[src/rtl/ttc_pkg.sv]
// Shared types and constants for the truth_table_checker block.
package ttc_pkg;

   typedef enum logic [1:0] {
      IDLE    = 2'd0,
      CAPTURE = 2'd1,
      CHECK   = 2'd2,
      DONE    = 2'd3
   } ttc_state_e;

   // x^8 + x^6 + x^5 + x^4 + 1, with the x^8 term implied by the shift-out bit
   localparam logic [7:0] MISR_POLY        = 8'h71;
   localparam logic [7:0] MISR_SEED        = 8'hFF;
   localparam logic [7:0] TTC_EXPECTED_DEF = 8'hE8;

endpackage

[src/rtl/ttc_misr.sv]
// 8-bit multiple-input signature register with synchronous clear and enable.
module ttc_misr
   import ttc_pkg::*;
(
   input  logic       clk,
   input  logic       rst_n,
   input  logic       clr,
   input  logic       en,
   input  logic [7:0] din,
   output logic [7:0] sig
);

   logic [7:0] sig_q;
   logic [7:0] sig_d;

   always_comb begin
      sig_d = sig_q;
      if (clr) begin
         sig_d = MISR_SEED;
      end else if (en) begin
         sig_d = {sig_q[6:0], 1'b0} ^ (sig_q[7] ? MISR_POLY : 8'h00) ^ din;
      end
   end

   always_ff @(posedge clk or negedge rst_n) begin
      if (!rst_n) begin
         sig_q <= MISR_SEED;
      end else begin
         sig_q <= sig_d;
      end
   end

   assign sig = sig_q;

endmodule

[config.mk]
export PLATFORM = sky130hd
export DESIGN_NAME = ttc_misr
export DESIGN_NICKNAME = d
export VERILOG_FILES = /design/src/rtl/ttc_pkg.sv /design/src/rtl/ttc_misr.sv
export SDC_FILE = /design/constraint.sdc
export NUM_CORES = 1
export LEC_CHECK = 0
export CAP_MARGIN = 20
export CORE_AREA = 2 2 39 41
export CTS_BUF_LIST = sky130_fd_sc_hd__clkbuf_8
export CTS_CLUSTER_DIAMETER = 40
export CTS_CLUSTER_SIZE = 30
export DETAILED_ROUTE_END_ITERATION = 10
export DIE_AREA = 0 0 41 43
export MAX_ROUTING_LAYER = met4
export PLACE_DENSITY = 0.64
export SLEW_MARGIN = 20
export SYNTH_ARGS = -nofsm -noshare
export SYNTH_HDL_FRONTEND = slang
export SYNTH_SLANG_ARGS = --single-unit
[constraint.sdc]
create_clock -name clk -period 1.8 [get_ports clk]
set_input_delay 0.54 -clock clk [delete_from_list [all_inputs] [get_ports clk]]
set_output_delay 0.54 -clock clk [all_outputs]
set_load 0.01 [all_outputs]
# Yosys cells after proc, flatten, opt, wreduce, memory -nomap -nowiden
# Index checks and enable logic that the tools add are counted.
[totals] ram_bits=0 out_inout_bits=8 word_cells=7 latch_bits=0 reg_bits=8 romBits=0 memories=0
[op_classes] mux=3 mul=0 eq_ne=0 n_shift=0 n_div=0 n_lt_le_gt_ge=0 bitwise_logic=2 n_reduce_logical=1 addsub=0
[op_table] cell="2-to-1 mux 8 bit" n=2
[op_table] cell="bitwise XOR 8 x 7 -> 8 bit" n=1
[op_table] cell="bitwise XOR 8 bit" n=1
[op_table] cell="2-to-1 mux 7 bit" n=1
[op_table] cell="nonzero test 2 bit" n=1

# Logic depth before layout (Yosys ltp)
# Gate-level depths: netlist (run 1).
[depth] word_depth=5 mapped_depth=3 mapped_depth_nobuf=2

# Worst setup path after synthesis (run 1)
# Ideal clock, no wire load.
[synth_path] path_type="reg-to-reg" from="register sig_q[7] (netlist: sig[7])" to="register sig_q[4] (netlist: sig[4])" path_stages_with_launch=3 setup_ps=82 arrival_ps=1279 setup_slack_ps=439 t_required_ps=1718 path_cell_list="dfstp_2 xor3_1 a211o_1"
[synth_via] elab_chain_cells=5
[synth_rtl] item="from (decl)" line="ttc_misr.sv:13" source="logic [7:0] sig_q;"
[synth_rtl] item="from (signal assigned)" line="ttc_misr.sv:29" source="sig_q <= sig_d;"
[synth_rtl] item="2-to-1 mux 7 bit" line="ttc_misr.sv:21" source="sig_d = {sig_q[6:0], 1'b0} ^ (sig_q[7] ? MISR_POLY : 8'h00) ^ din;"
[synth_rtl] item="bitwise XOR 8 x 7 -> 8 bit" line="ttc_misr.sv:21"
[synth_rtl] item="bitwise XOR 8 bit" line="ttc_misr.sv:21"
[synth_rtl] item="2-to-1 mux 8 bit" line="ttc_misr.sv:20" source="end else if (en) begin"
[synth_rtl] item="2-to-1 mux 8 bit" line="ttc_misr.sv:18" source="if (clr) begin"
# No other way between the ends. The select of a mux whose other input is x is not followed.
# A chain may end at the register's enable or synchronous reset.

# Final worst setup path (run 1)
[layout_path] from="register sig_q[4] (netlist: sig[4])" to="output sig[4]"
[layout_rtl] item="to (decl)" line="ttc_misr.sv:10" source="output logic [7:0] sig"
# No word-level cell between the ends.

==> metrics.txt, run 1 <==
# TYPE chip_impl_metric gauge
chip_impl_info{name="path_class",value="flop to output port"} 1
chip_impl_metric{name="final-hold-violation-count",unit=""} 0
chip_impl_metric{name="synth_seq_area_share",unit=""} 0.463
chip_impl_metric{name="worst_hold_slack",unit="ns"} 0.656
chip_impl_metric{name="worst_pin_slew",unit="ns"} 0.370
chip_impl_info{name="cell_type_group_with_the_largest_total_delay_on_the_critical_path",value="flip-flops"} 1
chip_impl_metric{name="wl",unit="microns"} 859
chip_impl_metric{name="finalWorstPathRequiredPeriod",unit="ns"} 1.56
chip_impl_metric{name="fp.dieW",unit="microns"} 41
chip_impl_info{name="clock_tree.root_cell",value="clkbuf_8"} 1
chip_impl_metric{name="post_synth_inst_count",unit=""} 34
chip_impl_metric{name="tns",unit="ns"} 0
chip_impl_metric{name="grt-ovfl-total",unit=""} 0
chip_impl_metric{name="design.final.nets",unit=""} 70
chip_impl_metric{name="powerDensity",unit="nW/um^2"} 813
chip_impl_metric{name="drc_errors",unit=""} 0
chip_impl_metric{name="finalCritPeriodShare",unit=""} 0.869
chip_impl_metric{name="antenna_left",unit=""} 0
chip_impl_metric{name="placeableCoreArea",unit="sq um"} 1380
chip_impl_metric{name="numPlacedInstances",unit=""} 69
chip_impl_metric{name="global_route_wire_length_before_repair",unit="microns"} 1360
chip_impl_metric{name="floorplan.io_pins",unit=""} 20
chip_impl_metric{name="clk_path_buf_depth",unit=""} 2
chip_impl_metric{name="floorplan.rows",unit=""} 14
chip_impl_info{name="cpMaxStageDelayCell",value="dfstp_2"} 1
chip_impl_metric{name="synthToLayoutAreaGrowth",unit="%"} 54.5
chip_impl_metric{name="largest_register_ff_count",unit=""} 8
chip_impl_metric{name="insertedDiodeCount",unit=""} 0
chip_impl_metric{name="synth_seq_cells",unit=""} 8
chip_impl_info{name="run_status",value="complete, no violations"} 1
chip_impl_metric{name="cts_max_level",unit=""} 1
chip_impl_metric{name="final_layout_size_suffix_gt1_frac",unit=""} 0.232
chip_impl_metric{name="slew-limit-headroom",unit=""} 0.753
chip_impl_metric{name="max_freq",unit="MHz"} 639
chip_impl_metric{name="placed_area",unit="sq um"} 671
chip_impl_metric{name="insertion_delay",unit="ns"} 0.22
chip_impl_metric{name="layout.core_utilization",unit=""} 0.507
chip_impl_metric{name="dpl.hpwl",unit="microns"} 615
chip_impl_metric{name="finalSetupViolations",unit=""} 0
chip_impl_metric{name="path_clk_slew",unit="ns"} 0.04
chip_impl_metric{name="routedWlPerCell",unit="microns"} 11.9
chip_impl_metric{name="grt_start_max_net_pins",unit=""} 17
chip_impl_metric{name="post-route-worst-setup-slack",unit="ns"} 0.236
chip_impl_metric{name="place_congestion",unit=""} 0.643
chip_impl_metric{name="reg2regPathDepth",unit=""} 3
chip_impl_metric{name="maxCapViolCount",unit=""} 0
chip_impl_metric{name="total_power",unit="uW"} 571
chip_impl_metric{name="cts_sinks",unit=""} 8
chip_impl_info{name="setup.worst_path.end",value="sig[4]"} 1
chip_impl_metric{name="globalRouteMet2Util",unit=""} 0.169
chip_impl_metric{name="crit_path_cell_count",unit=""} 1
chip_impl_metric{name="cts_resized",unit=""} 8
chip_impl_info{name="rsz0062_at_grt",value="no"} 1
chip_impl_metric{name="post_cts_hold_buffer_count",unit=""} 0
chip_impl_info{name="worstSetupEndpointType",value="output port"} 1
chip_impl_metric{name="die_h",unit="microns"} 43
chip_impl_metric{name="max_stage_delay",unit="ns"} 0.54
chip_impl_metric{name="stdcell_area",unit="sq um"} 702
chip_impl_metric{name="via_count",unit=""} 318
chip_impl_info{name="timing.hold.worst.class",value="flop to flop"} 1
chip_impl_metric{name="rrSetupSlack",unit="ns"} 0.35
chip_impl_metric{name="first_global_vias",unit=""} 325
chip_impl_metric{name="mappedNetlistNets",unit=""} 46
chip_impl_metric{name="cts_inserted_buffers",unit=""} 3
chip_impl_info{name="critical_path.reg2reg.endpoint",value="sig[4]$_DFFE_PN1P_"} 1
chip_impl_metric{name="track_usage",unit=""} 0.122
chip_impl_metric{name="dp_worst_setup_slack",unit="ns"} 0.185
chip_impl_metric{name="crit_buf_inv",unit=""} 1
chip_impl_info{name="critical_path.reg2reg.startpoint",value="sig[7]$_DFFE_PN1P_"} 1
chip_impl_metric{name="postCtsSetupRepairBufs",unit=""} 0
chip_impl_metric{name="detailedRoute.firstPassIterationCount",unit=""} 3
chip_impl_metric{name="globalRouteMet1Util",unit=""} 0.152
chip_impl_metric{name="finClkSkew",unit="ns"} 0.00145
chip_impl_metric{name="die-area",unit="sq um"} 1760
chip_impl_metric{name="synthesis.area_per_instance",unit="sq um"} 13.4
chip_impl_metric{name="initial_cell_density_of_the_core",unit=""} 0.328
chip_impl_metric{name="mappedNetlistArea",unit="sq um"} 454
chip_impl_metric{name="final-instance-count-excl-fill",unit=""} 72
chip_impl_info{name="peak_usage_layer_in_the_global_routing_report",value="met2"} 1
chip_impl_metric{name="worst-endpoint-required",unit="ns"} 1.26
chip_impl_info{name="startpoint",value="sig[4]$_DFFE_PN1P_"} 1
chip_impl_info{name="cts_tree",value="yes"} 1
chip_impl_info{name="crit_path_start_kind",value="flop"} 1
chip_impl_metric{name="drt_first_iter_violations",unit=""} 8
chip_impl_info{name="timing.critical_path.cells",value="dlygate4sd2_1"} 1
chip_impl_metric{name="drv_slew",unit=""} 0
chip_impl_metric{name="grt_antenna_before_repair",unit=""} 0
chip_impl_metric{name="distinct_cell_type_count_after_synthesis",unit=""} 7
chip_impl_metric{name="cellLeakagePower",unit="nW"} 0.305
chip_impl_metric{name="vias_per_cell",unit=""} 4.42
chip_impl_metric{name="irDropWorstVdd",unit="mV"} 0.519
chip_impl_metric{name="ys.warnings.count",unit=""} 0
chip_impl_metric{name="path_max_fanout",unit=""} 3
chip_impl_metric{name="groute.layer.met3.usage",unit=""} 0.0314
chip_impl_metric{name="cp_data_arrival_time",unit="ns"} 1.02
chip_impl_metric{name="numPortBuffers",unit=""} 19
-- layer usage --
layer  wire (microns)  share of wire
met2              381           0.44
met5                0              0
met1              423           0.49
met3               54          0.063
met4                0              0
-- area by class of cell --
class                      instances  area (sq um)
multi-input combinational         24           235
fill                             134           682
tap                               16          20.0
clock buffer                       3          41.3
timing repair buffer              21           195
sequential                         8           210
-- placed cells by master, fill, tap and decap left out --
| cell | synthesis | routed |
|---|---|---|
| xor3_1 | 3 | 3 |
| clkbuf_8 | 0 | 3 |
| clkdlybuf4s50_1 | 0 | 11 |
| buf_4 | 0 | 2 |
| a211o_1 | 8 | 8 |
| nor2b_1 | 8 | 8 |
| dfstp_2 | 8 | 8 |
| xor2_1 | 5 | 5 |
| dlygate4sd2_1 | 0 | 8 |
-- how the worst min path moves through the flow --
| stage | startpoint | end | slack, ns | depth (start not counted) |
|---|---|---|---|---|
| 2_1_floorplan | rst_n | sig[0]$_DFFE_PN1P_ | 0.39 | 0 |
| 3_3_place_gp | sig[1]$_DFFE_PN1P_ | sig[2]$_DFFE_PN1P_ | 0.65 | 2 |
| 3_5_place_dp | sig[2]$_DFFE_PN1P_ | sig[3]$_DFFE_PN1P_ | 0.65 | 2 |
| 4_1_cts | sig[1]$_DFFE_PN1P_ | sig[2]$_DFFE_PN1P_ | 0.66 | 2 |
| 5_1_grt | sig[2]$_DFFE_PN1P_ | sig[3]$_DFFE_PN1P_ | 0.69 | 2 |
| 6_report | sig[1]$_DFFE_PN1P_ | sig[2]$_DFFE_PN1P_ | 0.66 | 2 |
-- logic make-up after synthesis --
| family | after synthesis | share of synthesized area |
|---|---|---|
| AO/OA/AOI/OAI | 8 | 0.154 |
| XOR/XNOR | 8 | 0.253 |
| buffers and inverters | 2 | 0.0193 |
| flip-flops | 8 | 0.463 |
| AND/OR/NAND/NOR | 8 | 0.110 |
-- cell usage after synthesis --
| library cell | n | area share |
|---|---|---|
| a211o_1 | 8 | 0.15 |
| buf_1 | 1 | 0.0083 |
| buf_2 | 1 | 0.011 |
| dfstp_2 | 8 | 0.46 |
| nor2b_1 | 8 | 0.11 |
| xor2_1 | 5 | 0.096 |
| xor3_1 | 3 | 0.16 |
-- worst reg2reg max path, delay by kind of cell, from the launching register on --
| kind | cells | cell delay (ns) |
|---|---|---|
| XOR/XNOR | 1 | 0.40 |
| AO/OA/AOI/OAI | 1 | 0.30 |
| buffers and inverters | 1 | 0.15 |
| flip-flops | 1 | 0.53 |
-- report_power, final --
| part | internal [mW] | switching, mW | leakage (nW) |
|---|---|---|---|
| sequential | 0.209 | 0.0120 | 0.0844 |
| combinational | 0.0904 | 0.0489 | 0.199 |
| clock | 0.144 | 0.0659 | 0.0216 |
| total | 0.444 | 0.127 | 0.305 |
(Power assumes the default switching activity.)
==> run 2, diff against run 1 <==
--- a/config.mk
+++ b/config.mk
@@ -18,3 +18,4 @@
 export SYNTH_ARGS = -nofsm -noshare
 export SYNTH_HDL_FRONTEND = slang
 export SYNTH_SLANG_ARGS = --single-unit
+export TNS_END_PERCENT = 30
==> results of run 2 <==
Same layout as run 1: the final DEF is identical, and so are final timing and power.
==> run 3, diff against run 2 <==
--- a/config.mk
+++ b/config.mk
@@ -6,15 +6,17 @@
 export NUM_CORES = 1
 export LEC_CHECK = 0
 export CAP_MARGIN = 20
-export CORE_AREA = 2 2 39 41
+export CELL_PAD_IN_SITES_DETAIL_PLACEMENT = 1
+export CELL_PAD_IN_SITES_GLOBAL_PLACEMENT = 2
+export CORE_MARGIN = 2
+export CORE_UTILIZATION = 26
 export CTS_BUF_LIST = sky130_fd_sc_hd__clkbuf_8
 export CTS_CLUSTER_DIAMETER = 40
 export CTS_CLUSTER_SIZE = 30
 export DETAILED_ROUTE_END_ITERATION = 10
-export DIE_AREA = 0 0 41 43
 export MAX_ROUTING_LAYER = met4
-export PLACE_DENSITY = 0.64
-export SLEW_MARGIN = 20
+export PLACE_DENSITY = 0.76
+export SLEW_MARGIN = 10
 export SYNTH_ARGS = -nofsm -noshare
 export SYNTH_HDL_FRONTEND = slang
 export SYNTH_SLANG_ARGS = --single-unit
==> metrics.txt, run 3 (synthesis gave the netlist of run 1 again) <==
# TYPE chip_impl_metric gauge
chip_impl_info{name="clock_tree.root_cell",value="clkbuf_8"} 1
chip_impl_metric{name="numPortBuffers",unit=""} 19
chip_impl_metric{name="reg2regPathDepth",unit=""} 3
chip_impl_metric{name="track_usage",unit=""} 0.110
chip_impl_metric{name="wl",unit="microns"} 977
chip_impl_info{name="hold-path-endpoint",value="sig[1]$_DFFE_PN1P_"} 1
chip_impl_metric{name="finalSetupViolations",unit=""} 0
chip_impl_metric{name="routedWlPerCell",unit="microns"} 13.4
chip_impl_metric{name="slew-limit-headroom",unit=""} 0.750
chip_impl_info{name="crit_path_start_kind",value="flop"} 1
chip_impl_metric{name="worst_pin_slew",unit="ns"} 0.373
chip_impl_info{name="cell_type_group_with_the_largest_total_delay_on_the_critical_path",value="flip-flops"} 1
chip_impl_metric{name="rrSetupSlack",unit="ns"} 0.36
chip_impl_metric{name="grt_start_max_net_pins",unit=""} 17
chip_impl_metric{name="crit_buf_inv",unit=""} 1
chip_impl_metric{name="synthToLayoutAreaGrowth",unit="%"} 57.6
chip_impl_metric{name="path_max_fanout",unit=""} 3
chip_impl_metric{name="finClkSkew",unit="ns"} 0.00262
chip_impl_metric{name="floorplan.io_pins",unit=""} 20
chip_impl_metric{name="floorplan.rows",unit=""} 15
chip_impl_metric{name="vias_per_cell",unit=""} 4.75
chip_impl_metric{name="place_congestion",unit=""} 0.700
chip_impl_metric{name="cellLeakagePower",unit="nW"} 0.309
chip_impl_metric{name="first_global_vias",unit=""} 341
chip_impl_metric{name="cp_data_arrival_time",unit="ns"} 1.03
chip_impl_info{name="critical_path.reg2reg.startpoint",value="sig[7]$_DFFE_PN1P_"} 1
chip_impl_metric{name="final_layout_size_suffix_gt1_frac",unit=""} 0.232
chip_impl_metric{name="path_clk_slew",unit="ns"} 0.04
chip_impl_info{name="cts_tree",value="yes"} 1
chip_impl_info{name="path_class",value="flop to output port"} 1
chip_impl_metric{name="global_route_wire_length_before_repair",unit="microns"} 1510
chip_impl_metric{name="die-area",unit="sq um"} 2100
chip_impl_metric{name="tns",unit="ns"} 0
chip_impl_metric{name="insertedDiodeCount",unit=""} 0
chip_impl_info{name="critical_path.reg2reg.endpoint",value="sig[5]$_DFFE_PN1P_"} 1
chip_impl_metric{name="die_h",unit="microns"} 45.8
chip_impl_info{name="run_status",value="complete, no violations"} 1
chip_impl_info{name="cpMaxStageDelayCell",value="dfstp_2"} 1
chip_impl_metric{name="maxCapViolCount",unit=""} 0
chip_impl_info{name="mostFrequentLayoutCell",value="clkdlybuf4s50_1"} 1
chip_impl_metric{name="initial_cell_density_of_the_core",unit=""} 0.269
chip_impl_metric{name="drt_first_iter_violations",unit=""} 1
chip_impl_metric{name="fp.dieW",unit="microns"} 45.8
chip_impl_info{name="timing.critical_path.cells",value="dlygate4sd2_1"} 1
chip_impl_info{name="layout.cells.most_common_list",value="11 x clkdlybuf4s50_1, 8 x nor2b_1, 8 x a211o_1, 8 x dlygate4sd2_1, 8 x dfstp_2"} 1
chip_impl_metric{name="irDropWorstVdd",unit="mV"} 0.329
chip_impl_metric{name="worst-endpoint-required",unit="ns"} 1.26
chip_impl_metric{name="powerDensity",unit="nW/um^2"} 810
chip_impl_metric{name="dpl.hpwl",unit="microns"} 725
chip_impl_metric{name="seqCellArea",unit="sq um"} 210
chip_impl_metric{name="depth_of_the_worst_hold_timing_path",unit=""} 2
chip_impl_metric{name="layout.core_utilization",unit=""} 0.424
chip_impl_metric{name="numPlacedInstances",unit=""} 70
chip_impl_metric{name="final-instance-count-excl-fill",unit=""} 73
chip_impl_metric{name="post-route-worst-setup-slack",unit="ns"} 0.230
chip_impl_metric{name="clk_path_buf_depth",unit=""} 2
chip_impl_metric{name="max_stage_delay",unit="ns"} 0.54
chip_impl_metric{name="dp_worst_setup_slack",unit="ns"} 0.173
chip_impl_metric{name="final-hold-violation-count",unit=""} 0
chip_impl_metric{name="insertion_delay",unit="ns"} 0.23
chip_impl_metric{name="largest_register_ff_count",unit=""} 8
chip_impl_metric{name="multiInputGateArea",unit="sq um"} 235
chip_impl_metric{name="max_freq",unit="MHz"} 637
chip_impl_metric{name="cts_sinks",unit=""} 8
chip_impl_metric{name="finalCritPeriodShare",unit=""} 0.872
chip_impl_metric{name="layout.filler_cells",unit=""} 186
chip_impl_metric{name="placeableCoreArea",unit="sq um"} 1690
chip_impl_metric{name="grt-ovfl-total",unit=""} 0
chip_impl_info{name="timing.hold.worst.class",value="flop to flop"} 1
chip_impl_metric{name="cts_max_level",unit=""} 1
chip_impl_metric{name="cts_inserted_buffers",unit=""} 3
chip_impl_metric{name="drc_errors",unit=""} 0
chip_impl_metric{name="finalWorstPathRequiredPeriod",unit="ns"} 1.57
chip_impl_metric{name="total_power",unit="uW"} 580
chip_impl_info{name="rsz0062_at_grt",value="no"} 1
chip_impl_metric{name="antenna_left",unit=""} 0
chip_impl_metric{name="detailedRoute.firstPassIterationCount",unit=""} 2
chip_impl_metric{name="via_count",unit=""} 347
chip_impl_info{name="worstSetupEndpointType",value="output port"} 1
chip_impl_metric{name="grt_antenna_before_repair",unit=""} 0
chip_impl_metric{name="drv_slew",unit=""} 0
chip_impl_metric{name="design.final.nets",unit=""} 70
chip_impl_info{name="worst_hold_startpoint",value="sig[0]$_DFFE_PN1P_"} 1
chip_impl_metric{name="post_cts_hold_buffer_count",unit=""} 0
run 3: final cells by class:
cell class	instances	area share
tap	17	0.0297
sequential	8	0.294
multi-input combinational	24	0.329
clock buffer	3	0.0577
timing repair buffer	21	0.290
run 3: per-stage QoR:
stage / hold WS (ns) / area [sq um]
detailed placement: 0.645 / 684
CTS: 0.662 / 716
finish: 0.657 / 716
global route: 0.681 / 716
floorplan: 0.392 / 454
global placement: 0.639 / 684
run 3: timing repair:
item / in CTS / in global routing
gates resized for setup: 8 / 0
buffers inserted: 0 / 0
endpoints found under the setup margin: 8 / 0
run 3: tightest hold or removal path, delay by kind of cell (launching register included):
kind / cells / cell delay [ns]
AO/OA/AOI/OAI: 1 / 0.13
XOR/XNOR: 1 / 0.13
flip-flops: 1 / 0.37
run 3: worst max path at each step:
stage	from	endpoint	slack, ns	cells after the start
after floorplan	sig[7]$_DFFE_PN1P_	sig[4]$_DFFE_PN1P_	0.44	2
final	sig[3]$_DFFE_PN1P_	sig[3]	0.23	1
after global routing	sig[0]$_DFFE_PN1P_	sig[0]	0.19	1
after global placement	din[4]	sig[4]$_DFFE_PN1P_	0.20	3
after detailed placement	din[5]	sig[5]$_DFFE_PN1P_	0.17	3
after CTS	sig[0]$_DFFE_PN1P_	sig[0]	0.22	1
run 3: layer usage:
layer | vias to the layer above | global-route usage | wire, microns
li1 | 167 | - | -
met4 | 0 | 0.0686 | 25
met1 | 162 | 0.128 | 423
met5 | - | - | 0
met3 | 4 | 0.0238 | 59
met2 | 14 | 0.169 | 468
run 3: power breakdown:
| part | total [mW] | switching [mW] | leakage, nW | internal (mW) |
|---|---|---|---|---|
| Sequential | 0.221 | 0.0118 | 0.0844 | 0.209 |
| Clock | 0.215 | 0.0701 | 0.0216 | 0.145 |
| Combinational | 0.144 | 0.0507 | 0.203 | 0.0935 |
| Total | 0.580 | 0.133 | 0.309 | 0.447 |
